<file path="config.mk">
export PLATFORM = sky130hd
export DESIGN_NAME = el2_ifu_axi_rd_resp
export DESIGN_NICKNAME = d
export VERILOG_FILES = /design/src/rtl/el2_ifu_axi_rd_resp.sv
export SDC_FILE = /design/constraint.sdc
export NUM_CORES = 1
export LEC_CHECK = 0
export ABC_AREA = 1
export CAP_MARGIN = 20
export CORE_MARGIN = 4
export CORE_UTILIZATION = 42
export DETAILED_ROUTE_END_ITERATION = 12
export PLACE_DENSITY = 0.92
export SYNTH_ARGS = -nofsm -noshare
export SYNTH_HDL_FRONTEND = slang
export SYNTH_SLANG_ARGS = --single-unit
</file>
<file path="constraint.sdc">
create_clock -name clock -period 2.1 [get_ports clock]
set_input_delay 0.42 -clock clock [delete_from_list [all_inputs] [get_ports clock]]
set_output_delay 0.42 -clock clock [all_outputs]
set_load 0.03 [all_outputs]
</file>
<file path="src/rtl/el2_ifu_axi_rd_resp.sv">
// AXI4 read-response slave for the IFU fetch port: serves one burst at a time from a 64-bit backing store.
// Optional feature: define EL2_IFU_AXI_RD_RESP_ARQ_EN to put a 2-entry AR queue in front of the burst FSM.
module el2_ifu_axi_rd_resp #(
  parameter logic [31:0] MEM_BASE = 32'h0000_0000,
  parameter int          MEM_AW   = 16
) (
  input  logic              clock,
  input  logic              reset,
  input  logic              io_ifu_axi_arvalid,
  output logic              io_ifu_axi_arready,
  input  logic [2:0]        io_ifu_axi_arid,
  input  logic [31:0]       io_ifu_axi_araddr,
  input  logic [7:0]        io_ifu_axi_arlen,
  input  logic [2:0]        io_ifu_axi_arsize,
  input  logic [1:0]        io_ifu_axi_arburst,
  output logic              io_ifu_axi_rvalid,
  input  logic              io_ifu_axi_rready,
  output logic [2:0]        io_ifu_axi_rid,
  output logic [63:0]       io_ifu_axi_rdata,
  output logic [1:0]        io_ifu_axi_rresp,
  output logic              io_ifu_axi_rlast,
  output logic              io_mem_rd_en,
  output logic [MEM_AW-4:0] io_mem_addr,
  input  logic [63:0]       io_mem_rd_data,
  output logic [1:0]        dbg_state
);

  // Handshakes: a transfer happens on a rising edge where valid and ready are both 1;
  // valid never waits on ready, and valid plus payload hold steady until the transfer.
  typedef enum logic [1:0] {IDLE = 2'd0, RD = 2'd1, RSP = 2'd2} state_t;

  state_t      state;
  logic        rst_done;
  logic [2:0]  id_q;
  logic [31:0] addr_q;
  logic [7:0]  len_q, cnt_q;
  logic [1:0]  burst_q;
  logic        legal_q, beat_ok_q;

  logic        req_valid, req_take;
  logic [2:0]  req_id, req_size;
  logic [31:0] req_addr, start_addr, inc_addr, wrap_mask, nxt_addr;
  logic [7:0]  req_len;
  logic [1:0]  req_burst;
  logic        start_ok, nxt_ok;

  function automatic logic in_window(input logic [31:0] a);
    logic [31:0] off;
    off = a - MEM_BASE;
    return (off >> MEM_AW) == 32'd0;
  endfunction

  function automatic logic burst_legal(input logic [2:0] size, input logic [1:0] burst,
                                       input logic [7:0] len);
    logic wrap_len;
    wrap_len = (len == 8'd1) || (len == 8'd3) || (len == 8'd7) || (len == 8'd15);
    return (size == 3'd3) &&
           ((burst == 2'b00) || (burst == 2'b01) || ((burst == 2'b10) && wrap_len));
  endfunction

`ifdef EL2_IFU_AXI_RD_RESP_ARQ_EN
  logic [47:0] fifo_mem [2];
  logic        wr_ptr, rd_ptr, fifo_push;
  logic [1:0]  fifo_cnt;

  // A full queue still accepts when IDLE drains the head in the same cycle.
  assign io_ifu_axi_arready = rst_done && ((fifo_cnt != 2'd2) || req_take);
  assign fifo_push = io_ifu_axi_arvalid && io_ifu_axi_arready;
  assign req_valid = (fifo_cnt != 2'd0);
  assign {req_id, req_addr, req_len, req_size, req_burst} = fifo_mem[rd_ptr];

  always_ff @(posedge clock) begin
    if (fifo_push)
      fifo_mem[wr_ptr] <= {io_ifu_axi_arid, io_ifu_axi_araddr, io_ifu_axi_arlen,
                           io_ifu_axi_arsize, io_ifu_axi_arburst};
  end

  always_ff @(posedge clock or negedge reset) begin
    if (!reset) begin
      wr_ptr   <= 1'b0;
      rd_ptr   <= 1'b0;
      fifo_cnt <= 2'd0;
    end else begin
      if (fifo_push) wr_ptr <= !wr_ptr;
      if (req_take)  rd_ptr <= !rd_ptr;
      case ({fifo_push, req_take})
        2'b10:   fifo_cnt <= fifo_cnt + 2'd1;
        2'b01:   fifo_cnt <= fifo_cnt - 2'd1;
        default: fifo_cnt <= fifo_cnt;
      endcase
    end
  end
`else
  assign io_ifu_axi_arready = rst_done && (state == IDLE);
  assign req_valid = io_ifu_axi_arvalid && io_ifu_axi_arready;
  assign req_id    = io_ifu_axi_arid;
  assign req_addr  = io_ifu_axi_araddr;
  assign req_len   = io_ifu_axi_arlen;
  assign req_size  = io_ifu_axi_arsize;
  assign req_burst = io_ifu_axi_arburst;
`endif

  assign req_take   = (state == IDLE) && req_valid;
  assign start_addr = req_addr & ~32'h7;
  assign start_ok   = burst_legal(req_size, req_burst, req_len) && in_window(start_addr);

  // WRAP boundary is (len+1)*8 bytes, so the in-boundary mask is simply {len, 3'b111}.
  assign inc_addr  = addr_q + 32'd8;
  assign wrap_mask = {21'd0, len_q, 3'b111};

  always_comb begin
    nxt_addr = inc_addr;
    case (burst_q)
      2'b00:   nxt_addr = addr_q;
      2'b10:   nxt_addr = (addr_q & ~wrap_mask) | (inc_addr & wrap_mask);
      default: nxt_addr = inc_addr;
    endcase
  end

  assign nxt_ok = legal_q && in_window(nxt_addr);

  always_ff @(posedge clock or negedge reset) begin
    if (!reset) begin
      state             <= IDLE;
      rst_done          <= 1'b0;
      id_q              <= 3'd0;
      addr_q            <= 32'd0;
      len_q             <= 8'd0;
      cnt_q             <= 8'd0;
      burst_q           <= 2'b00;
      legal_q           <= 1'b0;
      beat_ok_q         <= 1'b0;
      io_ifu_axi_rvalid <= 1'b0;
      io_ifu_axi_rid    <= 3'd0;
      io_ifu_axi_rresp  <= 2'b00;
      io_ifu_axi_rlast  <= 1'b0;
      io_mem_rd_en      <= 1'b0;
      io_mem_addr       <= '0;
    end else begin
      rst_done     <= 1'b1;
      io_mem_rd_en <= 1'b0;
      case (state)
        IDLE: begin
          if (req_take) begin
            id_q         <= req_id;
            addr_q       <= start_addr;
            len_q        <= req_len;
            burst_q      <= req_burst;
            legal_q      <= burst_legal(req_size, req_burst, req_len);
            cnt_q        <= 8'd0;
            beat_ok_q    <= start_ok;
            io_mem_rd_en <= start_ok;
            io_mem_addr  <= start_addr[MEM_AW-1:3];
            state        <= RD;
          end
        end
        RD: begin
          io_ifu_axi_rvalid <= 1'b1;
          io_ifu_axi_rid    <= id_q;
          io_ifu_axi_rresp  <= beat_ok_q ? 2'b00 : 2'b10;
          io_ifu_axi_rlast  <= (cnt_q == len_q);
          state             <= RSP;
        end
        RSP: begin
          if (io_ifu_axi_rready) begin
            io_ifu_axi_rvalid <= 1'b0;
            io_ifu_axi_rlast  <= 1'b0;
            if (io_ifu_axi_rlast) begin
              state <= IDLE;
            end else begin
              addr_q       <= nxt_addr;
              cnt_q        <= cnt_q + 8'd1;
              beat_ok_q    <= nxt_ok;
              io_mem_rd_en <= nxt_ok;
              io_mem_addr  <= nxt_addr[MEM_AW-1:3];
              state        <= RD;
            end
          end
        end
        default: state <= IDLE;
      endcase
    end
  end

  // Store data is held until the next read strobe, so passing it through keeps rdata stable under backpressure.
  assign io_ifu_axi_rdata = (io_ifu_axi_rvalid && (io_ifu_axi_rresp == 2'b00)) ? io_mem_rd_data : 64'd0;
  assign dbg_state = state;

endmodule

</file>
==> results of run 1 <==
per-layer routing:
metal / vias to the layer above / share of wire / global-route usage
li1: 2491 / - / -
met3: 23 / 0.068 / 0.0524
met2: 168 / 0.52 / 0.396
met1: 2231 / 0.40 / 0.277
met4: 0 / 0.016 / 0.0714
met5: - / 0 / 0
timing repair:
action,CTS,global route
resized for setup,2,3
gates cloned,0,0
setup endpoints to repair,36,6
registers in the layout (all words and copies together), names as in the netlist, 2 cells and up:
register        flops
addr_q             17
burst_q             2
cnt_q               8
dbg_state           2
id_q                3
io_ifu_axi_rid      3
io_mem_addr        12
len_q               8
power by group through the flow:
stage	Sequential, mW	Combinational [mW]	Clock (mW)
final	2.24	4.88	1.23
after global routing	2.31	5.29	1.31
after CTS	2.22	4.88	1.25
after detailed placement	2.23	4.85	0
after global placement	2.21	4.75	0
after floorplan	2.19	3.14	0
cell type report:
cell class	count	share of cell area
multi-input combinational	455	0.337
timing repair buffer	213	0.294
sequential	62	0.233
inverter	133	0.0750
tap	136	0.0256
clock buffer	13	0.0254
clock inverter	3	0.00977
cell usage in the layout (no fill, tap or decap), types with 8 or more instances in the layout:
cell             instances
clkdlybuf4s50_1        133
nor2_4                   8
a21oi_1                 19
inv_1                  127
nor2_2                   8
nor2_1                 108
o21ai_0                 41
nand2_1                166
dfrtp_1                 62
o211ai_1                15
o221ai_1                11
xor2_1                   8
nand3_1                 17
buf_4                   75
clkbuf_8                12
worst reg2reg max path, cell delays in order (launching register included):
cell and delay [ps]:
dfrtp_1 360, ha_1 250, nand3_2 140, nor2_4 160, nand2_1 120, nor2_4 150, nand2_1 110, xor2_2 200
nand3_2 100, nor2_2 120, nand3_2 70, nand2_1 70
per-stage QoR:
stage	setup WS (ps)	hold slack [ps]	area (um2)	std cells
6_report	86.4	79.4	6660	1015
5_1_grt	4.98	104	6660	1015
4_1_cts	52.7	80.4	6640	1015
3_5_place_dp	32.2	462	6410	999
3_3_place_gp	104	456	6410	999
2_1_floorplan	13.6	124	4460	683
path summary, 6_finish.rpt:
path,start,to,slack (ps),cells after the start
setup reg to reg,io_mem_addr[0]$_DFFE_PN0P_,io_mem_rd_en$_DFF_PN0_,170,11
hold reg to reg,id_q[1]$_DFFE_PN0P_,id_q[1]$_DFFE_PN0P_,490,2
setup / recovery,io_mem_addr[2]$_DFFE_PN0P_,io_mem_addr[2],90,1
max in group asynchronous,reset,addr_q[30]$_DFFE_PN0P_,1740,2
hold / removal,reset,len_q[4]$_DFFE_PN0P_,80,2
min in group clock,id_q[1]$_DFFE_PN0P_,id_q[1]$_DFFE_PN0P_,490,2
kinds of logic after synthesis:
group | count (synthesis) | share of synthesized area
and+or+nand+nor | 346 | 0.344
buffers and inverters | 166 | 0.153
AOI/OAI and AO/OA | 96 | 0.131
DFF | 62 | 0.348
xor gates and xnor gates | 9 | 0.0177
adders and majority gates | 2 | 0.00561
other | 2 | 0.00168
==> summary.txt, run 1 <==
Run status
  • Outcome: finished, final reports clean

Setup path
  • CP max FO: 8
  • Type of origin of the critical path: flip-flop
  • Buf/Inv on CP: 1
  • Data arrival, critical path: 1590 ps
  • CP Cell Sequence: clkdlybuf4s50_1
  • Critical path type: flip-flop to primary output
  • Req. time, crit path: 1680 ps
  • CP max stage cell: clkdlybuf4s50_1
  • Crit. End Element: primary output
  • CP max stage delay: 740 ps
  • Top delay family on crit path: buffers and inverters

Cells and area
  • Register area: 1550 um2
  • Antenna Cells: 0
  • Synth-to-Final Area Change: 49.2%
  • Final net count: 992
  • Footprint of the multi-input gates: 2240 um2
  • Fillers: 887
  • Layout cell share with drive strength beyond 1: 0.151
  • Final Util: 0.645

Logic synthesis
  • Synth cell types: 37
  • Avg Cell Area, Syn: 6.53 um2
  • Number of synthesized flops with an enable pin: 0
  • Top post-synthesis cells by area: dfrtp_1 (35%), nand2_1 (14%), inv_1 (11%)
  • FF+latch count, synth: 62
  • Ys Warns: 0
  • Post-synth top flop: dfrtp_1
  • Biggest area consumer among synthesized cells: dfrtp_1
  • Async S/R FF share, synth: 1.00
  • Area of the mapped netlist: 4460 um2
  • Synth top cells by count: nand2_1 (166), inv_1 (127), nor2_1 (108)
  • Register area share after synthesis: 0.348
  • Syn Nets: 801
  • Top-count cell post-synth: nand2_1
  • Area share of the largest cell type after synthesis: 0.348
  • Synth Instances: 683

Floorplanning
  • Die width: 111 um
  • I/O pin cnt: 204
  • Height of the die: 111 um
  • Die Area: 12300 um2
  • Row count: 37
  • Core region area: 10300 um2
  • Starting density of the core: 0.432

Timing
  • Final setup skew: 8.80 ps
  • Setup TNS: 0 ps
  • Fin crit share: 0.959
  • Hold Vio Cnt, Final: 0
  • Crit path time final: 2010 ps
  • Final number of max-transition violations: 0
  • Fmax: 497 MHz
  • Final Setup Violations: 0
  • RSZ-0062 raised after global routing: false

Detailed routing
  • WL per Instance: 14.1 um
  • Routed vias/inst: 4.84
  • DRT Pass-1 Iters: 5
  • DRC viols: 0
  • Via count: 4913
  • ANT nets after route: 0
  • Detailed Route Iter0 Violations: 225
  • Final wirelength: 14.3 mm

GRT
  • First-pass GRT wire length: 23.0 mm
  • Vias in the first global route: 4784
  • Total Routing Usage GR: 0.227
  • Initial antenna violation count: 0
  • Grt ovf: 0
  • Largest net degree at the start of global routing: 63

Clocking
  • Htree depth: 3
  • TritonCTS Buffers: 9
  • Worst-Skew Late Latency: 340 ps
  • Post-CTS setup buffer count: 0
  • Hold Buf Count CTS: 0
  • Root Buffer Master: clkbuf_8
  • CTS tree: yes
  • CTS sink count: 62
  • Clk pin slew, worst setup/hold paths: 70 ps
  • Max clock buf depth: 2

Placement
  • Post-DP HPWL: 11.3 mm
  • Final GP Congestion: 0.914
  • Port Buf Inserts: 199

Power
  • Leakage: 3.25 nW
  • Worst IR drop on VDD: 0.652 mV
  • Pwr/cell area: 1250 nW/um2
  • Sw Ratio: 0.490
  • Comb power frac: 0.585
  • Reg power frac: 0.269
  • Cell Int Power: 4.26 mW
  • Sw Pwr: 4.09 mW
  • Power, Total: 8.35 mW
  • Clock power share: 0.147

Worst hold path
  • Hold crit path type: input port to asynchronous set/reset pin

Run
  • Max_cap viols: 0
No activity file was read; power rests on OpenSTA's default activity.
==> run 2, diff against run 1 <==
- CORE_UTILIZATION: 42 -> 38
- PLACE_DENSITY: 0.92 -> 0.88
- clock period: 2.1 -> 1.7 ns (I/O delays scaled with it)
==> run 2 against run 1 <==
The run now ends with negative setup slack left. Combinational power grew 80%. Design area grew 27%. Power grew 61%. Die area grew 9.8%. First-iteration DRC count grew 75%. Critical path type unchanged.
==> summary.txt, run 2 (same netlist as run 1, synthesis figures left out) <==
Run status
  • Outcome: complete, but fails checks
  • Failing checks: negative setup slack

GRT
  • First-pass GRT wire length: 26.2 mm (+14%)
  • Largest net degree at the start of global routing: 29 (-54%)
  • Vias in the first global route: 5287 (+11%)
  • Grt ovf: 0 (unchanged)
  • Total Routing Usage GR: 0.245 (+0.0188)
  • Initial antenna violation count: 0 (unchanged)

Worst hold path
  • Hold crit path type: flip-flop to flip-flop

Setup path
  • Top delay family on crit path: simple AND/OR/NAND/NOR gates
  • Buf/Inv on CP: 2 (+1)
  • CP max FO: 8 (unchanged)
  • CP Cell Sequence: or2_4 > clkbuf_16 > nor2_4 > buf_6
  • Type of origin of the critical path: flip-flop
  • Crit. End Element: primary output
  • Data arrival, critical path: 1580 ps (about the same)
  • Critical path type: flip-flop to primary output
  • Req. time, crit path: 1360 ps (-320 ps)
  • CP max stage cell: dfrtp_2
  • CP max stage delay: 430 ps (-310 ps)

Cells and area
  • Fillers: 825 (-7.0%)
  • Layout cell share with drive strength beyond 1: 0.337 (+0.185)
  • Flip-flop count of the largest register after layout: 17 (unchanged)
  • Leading cell type in the layout, fill and taps excluded: nand2_1
  • Biggest regs: addr_q x17, io_mem_addr x12
  • Final net count: 1084 (+9.3%)
  • Synth-to-Final Area Change: 89.7%
  • Layout Cells excl Fill: 1114 (+9.8%)
  • Largest Register: addr_q
  • Commonest cells after routing, fill and taps aside: nand2_1 (155), inv_1 (123), clkdlybuf4s50_1 (111)
  • Antenna Cells: 0 (unchanged)

Timing
  • Setup TNS: -9970 ps (-9970 ps)
  • Hold Vio Cnt, Final: 0 (unchanged)
  • Fmax: 522 MHz
  • Setup WS post-layout: -216 ps (-302 ps)
  • Crit path time final: 1920 ps
  • Final Setup Violations: 69 (+69)
  • Fin crit share: 1.13
  • Final setup skew: 7.54 ps (-1.26 ps)
  • Final number of max-transition violations: 0 (unchanged)
  • RSZ-0062 raised after global routing: true

Clocking
  • Clk pin slew, worst setup/hold paths: 60 ps (about the same)
  • Root Buffer Master: clkbuf_16
  • TritonCTS Buffers: 9 (unchanged)
  • Htree depth: 3 (unchanged)
  • CTS sink count: 62 (unchanged)
  • Max clock buf depth: 2 (unchanged)
  • CTS tree: yes
  • Worst-Skew Late Latency: 330 ps (about the same)

Placement
  • Post-DP HPWL: 12.5 mm (+10%)
  • Port Buf Inserts: 199 (unchanged)
  • Final GP Congestion: 1.00 (+9.5%)
  • Placed insts: 1077 (+7.8%)

Power
  • Pwr/cell area: 1580 nW/um2 (+26%)
  • Worst IR drop on VDD: 1.21 mV (+86%)
  • Leakage: 3.92 nW (+21%)

Floorplanning
  • I/O pin cnt: 204 (unchanged)
  • Starting density of the core: 0.389 (-0.0431)
  • Die Area: 13500 um2 (+9.8%)
  • Die width: 116 um (+4.8%)
  • Height of the die: 116 um (+4.8%)
  • Core region area: 11500 um2 (+11%)
  • Row count: 39 (+5.4%)

Run
  • Max_cap viols: 0 (unchanged)

Detailed routing
  • DRT Pass-1 Iters: 5 (unchanged)
  • DRC viols: 0 (unchanged)
  • Routed vias/inst: 5.06 (+4.6%)
  • Via count: 5641 (+15%)
  • Final wirelength: 18.4 mm (+29%)
  • ANT nets after route: 0 (unchanged)
  • Detailed Route Iter0 Violations: 393 (+75%)
  • WL per Instance: 16.5 um (+17%)
[run 2: cell types whose count changed in the layout (fill, tap and decap cells not counted), moves of 7 or more]
cell,delta
buf_4,+7
nor2_1,-73
clkbuf_8,-11
clkbuf_16,+12
nand2_2,+10
dlygate4sd2_1,+19
nor2_4,+70
nand2_1,-11
clkdlybuf4s50_1,-22
o21ai_0,-7
buf_6,+71
[run 2: worst reg2reg max path, stage by stage, from the launching register on]
cell and delay [ps]:
dfrtp_1 400, buf_6 140, nand2_2 60, nor2_4 210, nand3_4 160, nor2_4 160
nand3_1 80, nand2_1 100, nand2_2 70, inv_2 70, nand2_2 80, nor2_4 110
nand3_2 90, nand2_1 80
[run 2: report_power, final]
group | switching (mW) | leakage [nW] | internal, mW | total (mW)
sequential | 0.649 | 0.778 | 2.09 | 2.73
clock | 0.702 | 0.141 | 1.18 | 1.88
combinational | 5.10 | 3.01 | 3.69 | 8.79
total | 6.46 | 3.92 | 6.96 | 13.4
[run 2: metrics by stage]
stage	setup slack, ps	power [mW]	hold WS [ps]	utilization	area [um2]
2_1_floorplan	-10.4	7.53	44.4	-	5030
3_3_place_gp	-201	10.0	331	0.654	7490
3_5_place_dp	-295	10.2	335	0.654	7490
4_1_cts	-179	12.5	486	0.707	8110
5_1_grt	-282	14.2	509	0.738	8470
6_report	-216	13.4	483	0.738	8470
[run 2: routing by layer]
| metal | GRT usage | wire (um) | vias up | part of all wire |
|---|---|---|---|---|
| li1 | - | - | 2677 | - |
| met1 | 0.307 | 6870 | 2644 | 0.37 |
| met2 | 0.426 | 9650 | 266 | 0.53 |
| met3 | 0.0575 | 1340 | 54 | 0.073 |
| met4 | 0.0642 | 497 | 0 | 0.027 |
| met5 | 0 | 0 | - | 0 |
[run 2: final cells by class]
| class | count | area [um2] | area share |
|---|---|---|---|
| clock inverter | 6 | 70.1 | 0.00828 |
| inverter | 133 | 503 | 0.0594 |
| sequential | 62 | 1560 | 0.184 |
| timing repair buffer | 303 | 3020 | 0.356 |
| timing repair inverter | 1 | 7.51 | 0.000887 |
| clock buffer | 10 | 239 | 0.0282 |
| tap | 143 | 179 | 0.0211 |
| multi-input combinational | 456 | 2890 | 0.342 |
[run 2: path summary, 6_finish.rpt]
| path | startpoint | cells past startpoint | slack, ps | end |
|---|---|---|---|---|
| setup / recovery | io_ifu_axi_rresp[1]$_DFFE_PN0P_ | 4 | -220 | io_ifu_axi_rdata[14] |
| hold / removal | io_ifu_axi_rid[0]$_DFFE_PN0P_ | 2 | 480 | io_ifu_axi_rid[0]$_DFFE_PN0P_ |
| setup reg to reg | io_mem_addr[1]$_DFFE_PN0P_ | 13 | -180 | io_mem_rd_en$_DFF_PN0_ |
| hold reg to reg | io_ifu_axi_rid[0]$_DFFE_PN0P_ | 2 | 480 | io_ifu_axi_rid[0]$_DFFE_PN0P_ |
| max in group asynchronous | reset | 3 | 690 | io_ifu_axi_rvalid$_DFFE_PN0P_ |
| min in group asynchronous | reset | 2 | 500 | len_q[6]$_DFFE_PN0P_ |
[run 2: timing repair]
action / CTS / global route
endpoints found under the setup margin: 92 / 88
setup buffers: 6 / 10
gates cloned: 1 / 4
resized for setup: 93 / 67
hold buffers: 1 / 0
pin swaps: 4 / 23
hold endpoints to repair: 17 / 0
==> run 3, diff against run 2 <==
- CAP_MARGIN: 20 -> 25
==> results of run 3 <==
No change in the layout: final DEF, timing and power equal those of run 2.
